`src/rtl/uart_tx_pkg.sv`:
```
// Shared types for the UART transmit framer: FSM states and the line-mux select codes.
package uart_tx_pkg;

    typedef enum logic [2:0] {
        IDLE   = 3'd0,
        START  = 3'd1,
        DATA   = 3'd2,
        PARITY = 3'd3,
        STOP   = 3'd4
    } state_t;

    localparam logic [1:0] SEL_START = 2'b00;
    localparam logic [1:0] SEL_STOP  = 2'b01;
    localparam logic [1:0] SEL_DATA  = 2'b10;
    localparam logic [1:0] SEL_PAR   = 2'b11;

endpackage

```
`src/rtl/uart_tx_line_mux.sv`:
```
// Registered 4:1 serial line driver; one cycle behind its select, resets to the idle-high level.
module uart_tx_line_mux
    import uart_tx_pkg::*;
(
    input  logic       CLK,
    input  logic       RST,
    input  logic [1:0] sel,
    input  logic       data_bit,
    input  logic       par_bit,
    output logic       line
);

    always_ff @(posedge CLK or negedge RST) begin
        if (!RST) begin
            line <= 1'b1;
        end else begin
            case (sel)
                SEL_START: line <= 1'b0;
                SEL_DATA:  line <= data_bit;
                SEL_PAR:   line <= par_bit;
                default:   line <= 1'b1;
            endcase
        end
    end

endmodule

```
`src/rtl/uart_tx_frame.sv`:
```
// UART transmit framer: start, DATA_W bits LSB first, optional parity, 1 or 2 stops, one bit per CLK.
// TX_OUT lags the FSM by one cycle; a new word is accepted only in IDLE or on the last stop cycle.
module uart_tx_frame
    import uart_tx_pkg::*;
#(
    parameter int DATA_W = 8
) (
    input  logic              CLK,
    input  logic              RST,
    input  logic [DATA_W-1:0] P_DATA,
    input  logic              DATA_VALID,
    input  logic              PAR_EN,
    input  logic              PAR_TYP,
    input  logic              STOP2,
    output logic              TX_OUT,
    output logic              BUSY
);

    localparam int CNT_W = $clog2(DATA_W);

    generate
        if (DATA_W < 5 || DATA_W > 9) begin : g_bad_width
            $error("uart_tx_frame: DATA_W must be in 5..9");
        end
    endgenerate

    state_t            state;
    state_t            state_nxt;
    logic [CNT_W-1:0]  bit_cnt;
    logic              stop_cnt;
    logic [DATA_W-1:0] shd_data;
    logic              shd_par_en;
    logic              shd_par_typ;
    logic              shd_stop2;
    logic              load;
    logic              last_bit;
    logic              last_stop;
    logic              par_bit;
    logic [1:0]        sel;

    assign last_bit  = (bit_cnt == CNT_W'(DATA_W - 1));
    assign last_stop = (stop_cnt == shd_stop2);
    assign par_bit   = (^shd_data) ^ shd_par_typ;

    always_comb begin
        state_nxt = state;
        load      = 1'b0;
        sel       = SEL_STOP;
        case (state)
            IDLE: begin
                if (DATA_VALID) begin
                    load      = 1'b1;
                    state_nxt = START;
                end
            end
            START: begin
                sel       = SEL_START;
                state_nxt = DATA;
            end
            DATA: begin
                sel = SEL_DATA;
                if (last_bit) begin
                    state_nxt = shd_par_en ? PARITY : STOP;
                end
            end
            PARITY: begin
                sel       = SEL_PAR;
                state_nxt = STOP;
            end
            STOP: begin
                // Accepting on the final stop edge gives gap-free back-to-back frames.
                if (last_stop) begin
                    if (DATA_VALID) begin
                        load      = 1'b1;
                        state_nxt = START;
                    end else begin
                        state_nxt = IDLE;
                    end
                end
            end
            default: state_nxt = IDLE;
        endcase
    end

    always_ff @(posedge CLK or negedge RST) begin
        if (!RST) begin
            state <= IDLE;
            BUSY  <= 1'b0;
        end else begin
            state <= state_nxt;
            BUSY  <= (state_nxt != IDLE);
        end
    end

    always_ff @(posedge CLK or negedge RST) begin
        if (!RST) begin
            bit_cnt  <= '0;
            stop_cnt <= 1'b0;
        end else begin
            bit_cnt  <= (state == DATA && !last_bit) ? bit_cnt + CNT_W'(1) : '0;
            stop_cnt <= (state == STOP && !last_stop) ? 1'b1 : 1'b0;
        end
    end

    always_ff @(posedge CLK or negedge RST) begin
        if (!RST) begin
            shd_data    <= '0;
            shd_par_en  <= 1'b0;
            shd_par_typ <= 1'b0;
            shd_stop2   <= 1'b0;
        end else if (load) begin
            shd_data    <= P_DATA;
            shd_par_en  <= PAR_EN;
            shd_par_typ <= PAR_TYP;
            shd_stop2   <= STOP2;
        end
    end

    uart_tx_line_mux u_line_mux (
        .CLK      (CLK),
        .RST      (RST),
        .sel      (sel),
        .data_bit (shd_data[bit_cnt]),
        .par_bit  (par_bit),
        .line     (TX_OUT)
    );

endmodule
```
`config.mk`:
```
export PLATFORM = sky130hd
export DESIGN_NAME = uart_tx_frame
export DESIGN_NICKNAME = d
export VERILOG_FILES = /design/src/rtl/uart_tx_pkg.sv /design/src/rtl/uart_tx_line_mux.sv /design/src/rtl/uart_tx_frame.sv
export SDC_FILE = /design/constraint.sdc
export NUM_CORES = 1
export LEC_CHECK = 0
export ABC_CLOCK_PERIOD_IN_PS = 3800
export CAP_MARGIN = 10
export CORE_AREA = 2 2 46 48
export DETAILED_ROUTE_END_ITERATION = 6
export DIE_AREA = 0 0 48 50
export PLACE_DENSITY = 0.77
export REMOVE_ABC_BUFFERS = 1
export SETUP_SLACK_MARGIN = 0.1
export SYNTH_ARGS = -nofsm -noshare
export SYNTH_HDL_FRONTEND = slang
export SYNTH_HIERARCHICAL = 1
export SYNTH_SLANG_ARGS = --single-unit
export TNS_END_PERCENT = 5
```
`constraint.sdc`:
```
create_clock -name CLK -period 3.8 [get_ports CLK]
set_input_delay 0.95 -clock CLK [delete_from_list [all_inputs] [get_ports CLK]]
set_output_delay 0.95 -clock CLK [all_outputs]
set_load 0.01 [all_outputs]
```
* After elaboration in Yosys (flattened, before gate mapping)
Index checks and enable logic that the tools add are counted.
Word-level totals: word-level logic and storage cells 43, bits of input ports 14, bits in registers 20
Cells by class: bitwise logic cells 1, magnitude comparators 1, add/subtract/negate cells 1, equality and inequality tests 8, reductions and logical operators 8, muxes and demuxes 15
Operator list (count):
- 2-to-1 mux 3 bit | 5
- case mux 3 bit (5 select lines) | 1
- XOR reduction 8 bit | 1
- equality test 3 x 2 -> 1 bit, second input constant | 2
- equality test 3 bit, second input constant | 2
- case mux 2 bit (3 select lines) | 1
- 2-to-1 mux 1 bit | 5
- equality test 2 bit, second input constant | 2
- < comparator 3 x 4 -> 1 bit, second input constant | 1
- adder 3 x 1 -> 3 bit, second input constant | 1
- binary-select mux 1 bit (select 3 bit) | 1
- equality test 3 x 1 -> 1 bit, second input constant | 1
- logical NOT 3 bit | 1
- case mux 1 bit (3 select lines) | 1
- nonzero test 3 bit | 1
- logical AND 1 bit | 2
- logical NOT 1 bit | 2
- logical NOT 2 bit | 1
- case mux 1 bit (2 select lines) | 1
- equality test 1 bit | 1
- XOR 1 bit | 1

* Longest topological paths before layout
Gate-level depths: netlist (run 1).
depth in word-level cells 4, depth in mapped cells 6

* By module
The synthesis (run 1) kept the hierarchy.
By module, submodules not included:
- uart_tx_frame | area each 930.9 µm², cells each 69, instances 1
- uart_tx_line_mux | area each 41.3 µm², cells each 4, instances 1

* Worst setup path before layout (run 1)
No wires, ideal clock.
kind input to register, from input DATA_VALID, to register shd_data[0], setup slack 1805 ps, data arrival time 1870 ps, data required time 3675 ps, buffers on the path 1, library setup time 125 ps, cell stages on the path 4, cells stage by stage inv_1 > a2111oi_4 > buf_6 > mux2_2
Between the ends: word-level cells in the longest chain between the ends 3
RTL lines:
- start: declaration | RTL line uart_tx_frame.sv:11 | input logic DATA_VALID,
- 2-to-1 mux 1 bit * | RTL line uart_tx_frame.sv:51, uart_tx_frame.sv:73
- 2-to-1 mux 1 bit | RTL line uart_tx_frame.sv:72 | if (last_stop) begin
- case mux 1 bit (2 select lines) * | RTL line uart_tx_frame.sv:49 | case (state)
- end signal: assignment | RTL line uart_tx_frame.sv:107 | shd_data <= '0;
- end signal: assignment | RTL line uart_tx_frame.sv:112 | shd_data <= P_DATA;
- end: declaration | RTL line uart_tx_frame.sv:31 | logic [DATA_W-1:0] shd_data;
Mark *: on every way between the ends. The rest lies on a longest branch, timed or not. A chain may end at the register's enable or synchronous reset.

* Worst setup path after layout (run 1)
from input DATA_VALID, to register shd_data[2]
Same word-level chain as after synthesis.

==> results.ini, run 1 <==
[clock_tree]
htree_levels=1
worstSkewPairLatency_ps=290
cts-root-buf=clkbuf_4
cts_tree=done
ctsHoldBuffers=0
clock-sinks=20
cts_buffers=3
clock_path_buffers=2
post-cts-setup-buffers=0
clk_pin_slew_worst_paths_ps=110
ctsResizeCount=0

[critical_path]
r2r-start=shd_stop2
slowest_stage=a2111oi_4
crit_path_start_kind=primary input
slowest_delay_ps=770
path_cells=clkdlybuf4s50_1, inv_1, a2111oi_4, mux2_2
worstSetupPathType=in -> reg
startpoint=DATA_VALID
cp_data_arrival_time_ps=2640
crit_family=compound AO/OA/AOI/OAI gates
critPathRequiredTime_ps=3990
worst-path-buf-inv=2
crit_path_max_fanout=12
worstSetupEndpointType=flip-flop

[detailed_routing]
first_pass_iters=3
routed_wirelength_um=1430
dr_total_vias=558
drc=0
viasPerCell=4.77
ant_nets=0
first_iter_violations=11
wl_per_cell_um=12.2

[yosys]
synth.area.mux_share=0.185
synth_cells=73
synth_edf_count=0
synth-adder-area-share=0.0257
synth_area_leaders=dfrtp_1 49%, mux2_2 14%, xnor2_1 5.4%, mux4_2 4.6%, a2111oi_4 2.8%
synth_top_cells_by_count=19 x dfrtp_1, 12 x mux2_2, 6 x xnor2_1
synth_compound_area_frac=0.0798
yosysSeqAreaShare=0.516
synth_xor_area_frac=0.0811
synth.distinct_cells=26
syn_avg_cell_area_um2=13.3
synth_area_um2=972
synthSimpleGateAreaFrac=0.0837
ys_ff_latch=20
synth_top_flop_cell=dfrtp_1
ys_warn_count=6
synth_top_area_frac=0.489
synth_top_cell_by_area=dfrtp_1
async_flop_share=1.00
synth_top_family_by_area=multiplexers
synth_most_common_cell=dfrtp_1

[global_routing]
grt_max_degree=21
gr-total-overflow=0
track_usage=0.141
grt_pass1_wl_um=2380
antenna_found_initial=0
first_global_vias=548

[sta]
fin_tns_setup_ps=0
skew_ps=4.33
maxSlewViolCount=0
clock.fmax_mhz=408
slew_headroom=0.421
rsz0062_at_grt=false
worstMarginPinSlew_ps=865
setup_viol=0
min_period_ps=2450
fin_crit_sh=0.645
hold_viol=0

[place]
hpwl_um=1100
port_buffers=15
gp_congestion=0.725
dpl.cell_count=113
placed_cell_area_um2=1140

[die]
dieArea_um2=2400
rows=16
start_util=0.511
die_y_um=50
fp.coreArea_um2=1900
die_w_um=48
num_io_pins=16

[final_layout]
nets=107
final-seq-area_um2=502
final_area_um2=1180
drive_gt1_frac=0.233
antenna-diode-count=0
syn_to_final_growth_pct=21.0
stdcell_count=117
multi_input_area_um2=443
nFillCells=156

[power_and_ir_drop]
p_per_area_nw_per_um2=824
peakVddDrop_mv=0.367
power.leakage_nw=0.495

[run]
cap_violations=0

[outcome]
status=complete, no violations

[hold_path]
hold_path.class=reg -> reg
min_from=shd_stop2

[sequential cells by signal (all words and copies together), names as in the netlist]
name,flops
shd_stop2,1
u_line_mux/line,1
bit_cnt,3
stop_cnt,1
shd_data,8
shd_par_en,1
shd_par_typ,1
state,3
BUSY,1
[area by class of cell]
type	instances	area share
tap	27	0.0287
inverter	3	0.00957
sequential	20	0.427
timing repair buffer	15	0.128
multi-input combinational	48	0.377
clock buffer	4	0.0309
[stage by stage]
stage	utilization	total power [mW]	hold slack, ps	setup slack [ps]
6_report	0.618	0.969	545	1350
5_1_grt	0.618	1.05	564	1240
4_1_cts	0.618	0.982	545	1330
3_5_place_dp	0.599	0.858	521	1000
3_3_place_gp	0.599	0.844	513	1010
2_1_floorplan	-	0.753	475	1650
[kinds of logic (layout without fill, tap and decap cells)]
group	after synthesis	after routing
compound gates	9	9
xor+xnor	9	9
fa+ha+maj	2	2
buf+inv	5	22
flops	20	20
mux	14	14
simple gates	14	14
[report_power, final]
part | internal (mW) | switching, mW | total, mW
Clock | 0.0584 | 0.0625 | 0.121
Combinational | 0.273 | 0.176 | 0.449
Sequential | 0.309 | 0.0909 | 0.399
Total | 0.640 | 0.330 | 0.969
[layout by cell type (no fill, tap or decap), types with 2 or more instances in the layout]
master           synthesis  final
xnor2_1                  6      6
dfrtp_1                 19     19
nor2b_1                  3      3
ha_1                     2      2
and2_1                   2      2
nor2_1                   2      2
inv_1                    3      3
clkbuf_4                 0      3
a21oi_1                  3      3
nand2b_1                 2      2
clkdlybuf4s50_1          0     15
mux4_2                   2      2
xor2_1                   3      3
mux2_2                  12     12
[path summary, 6_finish.rpt]
kind                                to  slack (ps)  cells after the start
min                          shd_stop2         550                      1
min reg2reg                  shd_stop2         550                      1
min in group asynchronous     state[1]        1130                      1
max                        shd_data[2]        1350                      4
max reg2reg                shd_data[2]        1860                      3
max in group asynchronous  shd_data[5]        2130                      1
[metal layers]
layer / vias up / track usage / part of all wire
met5: - / 0 / 0
met4: 0 / 0.0676 / 0
met3: 0 / 0.0220 / 0.024
met2: 10 / 0.216 / 0.50
met1: 258 / 0.189 / 0.48
li1: 290 / - / -
Power figures use the tool's default switching activity.
==> inputs of run 2 (changes only) <==
--- a/config.mk
+++ b/config.mk
@@ -5,12 +5,12 @@
 export SDC_FILE = /design/constraint.sdc
 export NUM_CORES = 1
 export LEC_CHECK = 0
-export ABC_CLOCK_PERIOD_IN_PS = 3800
+export ABC_CLOCK_PERIOD_IN_PS = 2200
 export CAP_MARGIN = 10
-export CORE_AREA = 2 2 46 48
+export CORE_AREA = 2 2 49 51
 export DETAILED_ROUTE_END_ITERATION = 6
-export DIE_AREA = 0 0 48 50
-export PLACE_DENSITY = 0.77
+export DIE_AREA = 0 0 51 53
+export PLACE_DENSITY = 0.72
 export REMOVE_ABC_BUFFERS = 1
 export SETUP_SLACK_MARGIN = 0.1
 export SYNTH_ARGS = -nofsm -noshare
==> constraint.sdc (replaced) <==
create_clock -name CLK -period 2.2 [get_ports CLK]
set_input_delay 0.55 -clock CLK [delete_from_list [all_inputs] [get_ports CLK]]
set_output_delay 0.55 -clock CLK [all_outputs]
set_load 0.01 [all_outputs]
==> run 2 against run 1 <==
Register-to-register slack got worse by 1500 ps. Setup slack got worse by 1000 ps. Critical path depth down 3. Wire length grew 7.0%. Final area grew 1.2%. Largest cell class unchanged. First-iteration DRC count rose by 9.1%. Critical path type is now reg -> out. Clock skew decreased by 0.90 ps. Sequential cell count stayed put. Hold slack improved by 3.3 ps. Final cell count increased by 3.4%. Die area up 13%. Combinational power rose by 76%.
==> results.ini, run 2 (synthesis gave the netlist of run 1 again) <==
[outcome]
status=complete, no violations

[sta]
rsz0062_at_grt=false
slew_headroom=0.775
setup_viol=0
clock.fmax_mhz=529
hold_viol=0
holdWs_ps=549
min_period_ps=1890
fin_tns_setup_ps=0
maxSlewViolCount=0
worstMarginPinSlew_ps=338
fin_crit_sh=0.859
skew_ps=3.43

[critical_path]
startpoint=u_line_mux/line
critPathRequiredTime_ps=1650
crit_path_start_kind=flip-flop
r2r-start=bit_cnt[0]
worstSetupEndpointType=output port
worstSetupPathType=reg -> out
cp_data_arrival_time_ps=1340
worst-path-buf-inv=1
crit_end=TX_OUT
crit_path_max_fanout=1
ff2ff_setup_slack_ps=410
slowest_stage=dfstp_2
ff2ff_path_depth=6
cp_num_cells=1
crit_family=flip-flops
path_cells=clkdlybuf4s50_1
slowest_delay_ps=530
rr_endpoint=BUSY

[clock_tree]
ctsHoldBuffers=0
cts-root-buf=clkbuf_4
clock_path_buffers=2
worstSkewPairLatency_ps=290
cts_tree=done
ctsResizeCount=0
clk_pin_slew_worst_paths_ps=110
clock-sinks=20
cts_buffers=3
htree_levels=1
post-cts-setup-buffers=0

[power_and_ir_drop]
total_power_mw=1.66
p_per_area_nw_per_um2=1400
power.leakage_nw=0.504
peakVddDrop_mv=0.522

[detailed_routing]
wl_per_cell_um=12.7
ant_nets=0
routed_wirelength_um=1530
viasPerCell=4.98
dr_total_vias=602
drc=0
first_pass_iters=4
first_iter_violations=12

[run]
cap_violations=0

[final_layout]
final_cell_mix=19 x dfrtp_1, 15 x clkdlybuf4s50_1, 12 x mux2_2
largest_registers=shd_data x8, bit_cnt x3, state x3
final_common_cell=dfrtp_1
antenna-diode-count=0
drive_gt1_frac=0.247
syn_to_final_growth_pct=22.4
top_register=shd_data
largest_register_ffs=8
stdcell_count=121
nets=110

[die]
start_util=0.453
dieArea_um2=2700
rows=17
die_y_um=53
num_io_pins=16
die_w_um=51
fp.coreArea_um2=2150

[place]
dpl.cell_count=117
hpwl_um=1140
port_buffers=15
gp_congestion=0.770

[hold_path]
hold_path.class=reg -> reg

[global_routing]
antenna_found_initial=0
gr-total-overflow=0
grt_max_degree=21
grt_pass1_wl_um=2590
first_global_vias=594
track_usage=0.136

run 2: metal layers:
metal | global-route usage | routed length, um
met5 | 0 | 0
met3 | 0.0169 | 44
met1 | 0.174 | 754
met2 | 0.206 | 707
met4 | 0.108 | 27
run 2: area by class of cell:
cell class / instances / area, um^2
clock buffers: 4 / 26.3
fillers: 179 / 958
inverters: 3 / 11.3
multi-input cells: 48 / 443
flip-flops and latches: 20 / 502
well taps: 28 / 35.0
repair buffers: 18 / 173
run 2: how the worst min path moves through the flow:
| stage | cells past startpoint | endpoint | start |
|---|---|---|---|
| after floorplan | 0 | BUSY | RST |
| after global routing | 2 | shd_data[5] | RST |
| final | 1 | shd_stop2 | shd_stop2 |
| after CTS | 1 | bit_cnt[0] | bit_cnt[0] |
| after global placement | 1 | shd_par_typ | shd_par_typ |
| after detailed placement | 1 | shd_stop2 | shd_stop2 |
run 2: power breakdown:
group          switching (mW)  internal (mW)  total, mW
registers               0.162          0.533      0.695
clock network           0.106         0.0706      0.177
logic                   0.304          0.485      0.789
total                   0.573           1.09       1.66
run 2: metrics by stage:
step           instance area, um^2   util  worst slack [ps]
2_1_floorplan                  956      -               453
3_3_place_gp                  1160  0.542              82.2
3_5_place_dp                  1160  0.542              42.4
4_1_cts                       1190  0.554               294
5_1_grt                       1190  0.554               266
6_report                      1190  0.554               310
==> inputs of run 3 (changes only) <==
--- a/config.mk
+++ b/config.mk
@@ -5,12 +5,12 @@
 export SDC_FILE = /design/constraint.sdc
 export NUM_CORES = 1
 export LEC_CHECK = 0
-export ABC_CLOCK_PERIOD_IN_PS = 2200
+export ABC_CLOCK_PERIOD_IN_PS = 1850
 export CAP_MARGIN = 10
-export CORE_AREA = 2 2 49 51
+export CORE_AREA = 2 2 47 49
 export DETAILED_ROUTE_END_ITERATION = 6
-export DIE_AREA = 0 0 51 53
-export PLACE_DENSITY = 0.72
+export DIE_AREA = 0 0 49 51
+export PLACE_DENSITY = 0.74
 export REMOVE_ABC_BUFFERS = 1
 export SETUP_SLACK_MARGIN = 0.1
 export SYNTH_ARGS = -nofsm -noshare
==> constraint.sdc (replaced) <==
create_clock -name CLK -period 1.85 [get_ports CLK]
set_input_delay 0.37 -clock CLK [delete_from_list [all_inputs] [get_ports CLK]]
set_output_delay 0.37 -clock CLK [all_outputs]
set_load 0.01 [all_outputs]
==> run 3 against run 2 <==
Wire length about the same. Die area down 7.5%. Clock power up 42%. First-iteration DRC count down 42%. Via count up 2.7%. Sequential power up 17%. Count of clock-buffer cells in the layout unchanged. Largest power group unchanged.
==> results.ini, run 3 (synthesis gave the netlist of run 1 again) <==
[outcome]
status=complete, no violations

[detailed_routing]
dr_total_vias=618
routed_wirelength_um=1530
viasPerCell=5.02
wl_per_cell_um=12.5
first_iter_violations=7
ant_nets=0
first_pass_iters=4
drc=0

[place]
port_buffers=15
pre_cts_slack_ps=-58.3
gp_congestion=0.729
hpwl_um=1200

[critical_path]
critPathRequiredTime_ps=1480
ff2ff_setup_slack_ps=180
crit_path_start_kind=flip-flop
slowest_stage=dfstp_2
worstSetupEndpointType=output port
crit_family=flip-flops
path_cells=clkdlybuf4s50_1
rr_endpoint=BUSY
slowest_delay_ps=530
r2r-start=shd_stop2
worstSetupPathType=reg -> out
startpoint=u_line_mux/line
worst-path-buf-inv=1
crit_path_max_fanout=1
ff2ff_path_depth=5
cp_data_arrival_time_ps=1340

[final_layout]
syn_to_final_growth_pct=25.2
antenna-diode-count=0
drive_gt1_frac=0.284
nFillCells=176
nets=112
largest_register_ffs=8
top_register=shd_data
final_util=0.590
largest_registers=shd_data x8, bit_cnt x3, state x3
final_cell_mix=19 x dfrtp_1, 15 x clkdlybuf4s50_1, 12 x mux2_2
final_common_cell=dfrtp_1

[sta]
rsz0062_at_grt=true
min_period_ps=1710
setup_slack_ps=136
clock.fmax_mhz=583
fin_crit_sh=0.927
maxSlewViolCount=0
skew_ps=6.92
setup_viol=0
slew_headroom=0.734
hold_viol=0
worstMarginPinSlew_ps=398

[global_routing]
gr-total-overflow=0
antenna_found_initial=0
track_usage=0.136
first_global_vias=579
grt_pass1_wl_um=2540
grt_max_degree=13

[clock_tree]
cts-root-buf=clkbuf_4
clock-sinks=20
clk_pin_slew_worst_paths_ps=120
worstSkewPairLatency_ps=290
clock_path_buffers=2
cts_buffers=3
cts_tree=done
htree_levels=1

[power_and_ir_drop]
p_per_area_nw_per_um2=1680
peakVddDrop_mv=0.851
power.leakage_nw=0.518

[die]
rows=17
num_io_pins=16
die_w_um=49
start_util=0.471
die_y_um=51
fp.coreArea_um2=2060
dieArea_um2=2500

[run]
cap_violations=0

[hold_path]
hold_path.class=in -> async

==> run 3: cell types whose count changed in the layout (fill, tap and decap cells not counted), sizes merged <==
cell	change
buf	+2
==> run 3: worst max-delay path by stage <==
| stage | end | slack [ps] | depth (start not counted) |
|---|---|---|---|
| after floorplan | shd_data[0] | 100 | 3 |
| after global placement | shd_data[5] | -30 | 5 |
| after detailed placement | shd_data[1] | -60 | 5 |
| after CTS | TX_OUT | 130 | 1 |
| after global routing | TX_OUT | 90 | 1 |
| final | TX_OUT | 140 | 1 |
==> run 3: per-stage QoR <==
stage	hold slack, ps	instance area (um^2)	instances	total power [mW]	setup TNS (ps)
after floorplan	74.4	956	71	1.55	0
after global placement	515	1170	118	1.77	-244
after detailed placement	519	1170	118	1.80	-496
after CTS	361	1210	123	2.06	0
after global routing	360	1220	123	2.18	0
final	351	1220	123	2.04	0
==> run 3: layout make-up <==
class	instances	area, um^2	area share
Sequential cell	20	502	0.412
Multi-Input combinational cell	48	445	0.366
Timing Repair Buffer	20	188	0.154
Clock buffer	4	36.3	0.0298
Tap cell	28	35.0	0.0288
Inverter	3	11.3	0.00925
==> run 3: timing repair <==
action	4_1_cts	5_1_grt
hold buffers	0	0
buffers inserted	1	0
resized for setup	0	1
setup endpoints to repair	1	2
pin swaps	0	0
==> run 3: per-layer routing <==
metal,global-route usage,part of all wire
met1,0.169,0.46
met4,0.0714,0.0098
met2,0.235,0.50
met3,0.0175,0.027
met5,0,0
==> run 3: worst reg2reg max path: stages (launching register included) <==
cell,delay [ps]
dfrtp_1,400
xor2_1,300
a2111oi_4,120
buf_4,180
a31o_2,220
or3_1,340
==> run 3: power breakdown <==
group	internal, mW	switching [mW]	total, mW
Clock	0.120	0.132	0.251
Combinational	0.596	0.382	0.978
Sequential	0.634	0.176	0.810
Total	1.35	0.690	2.04
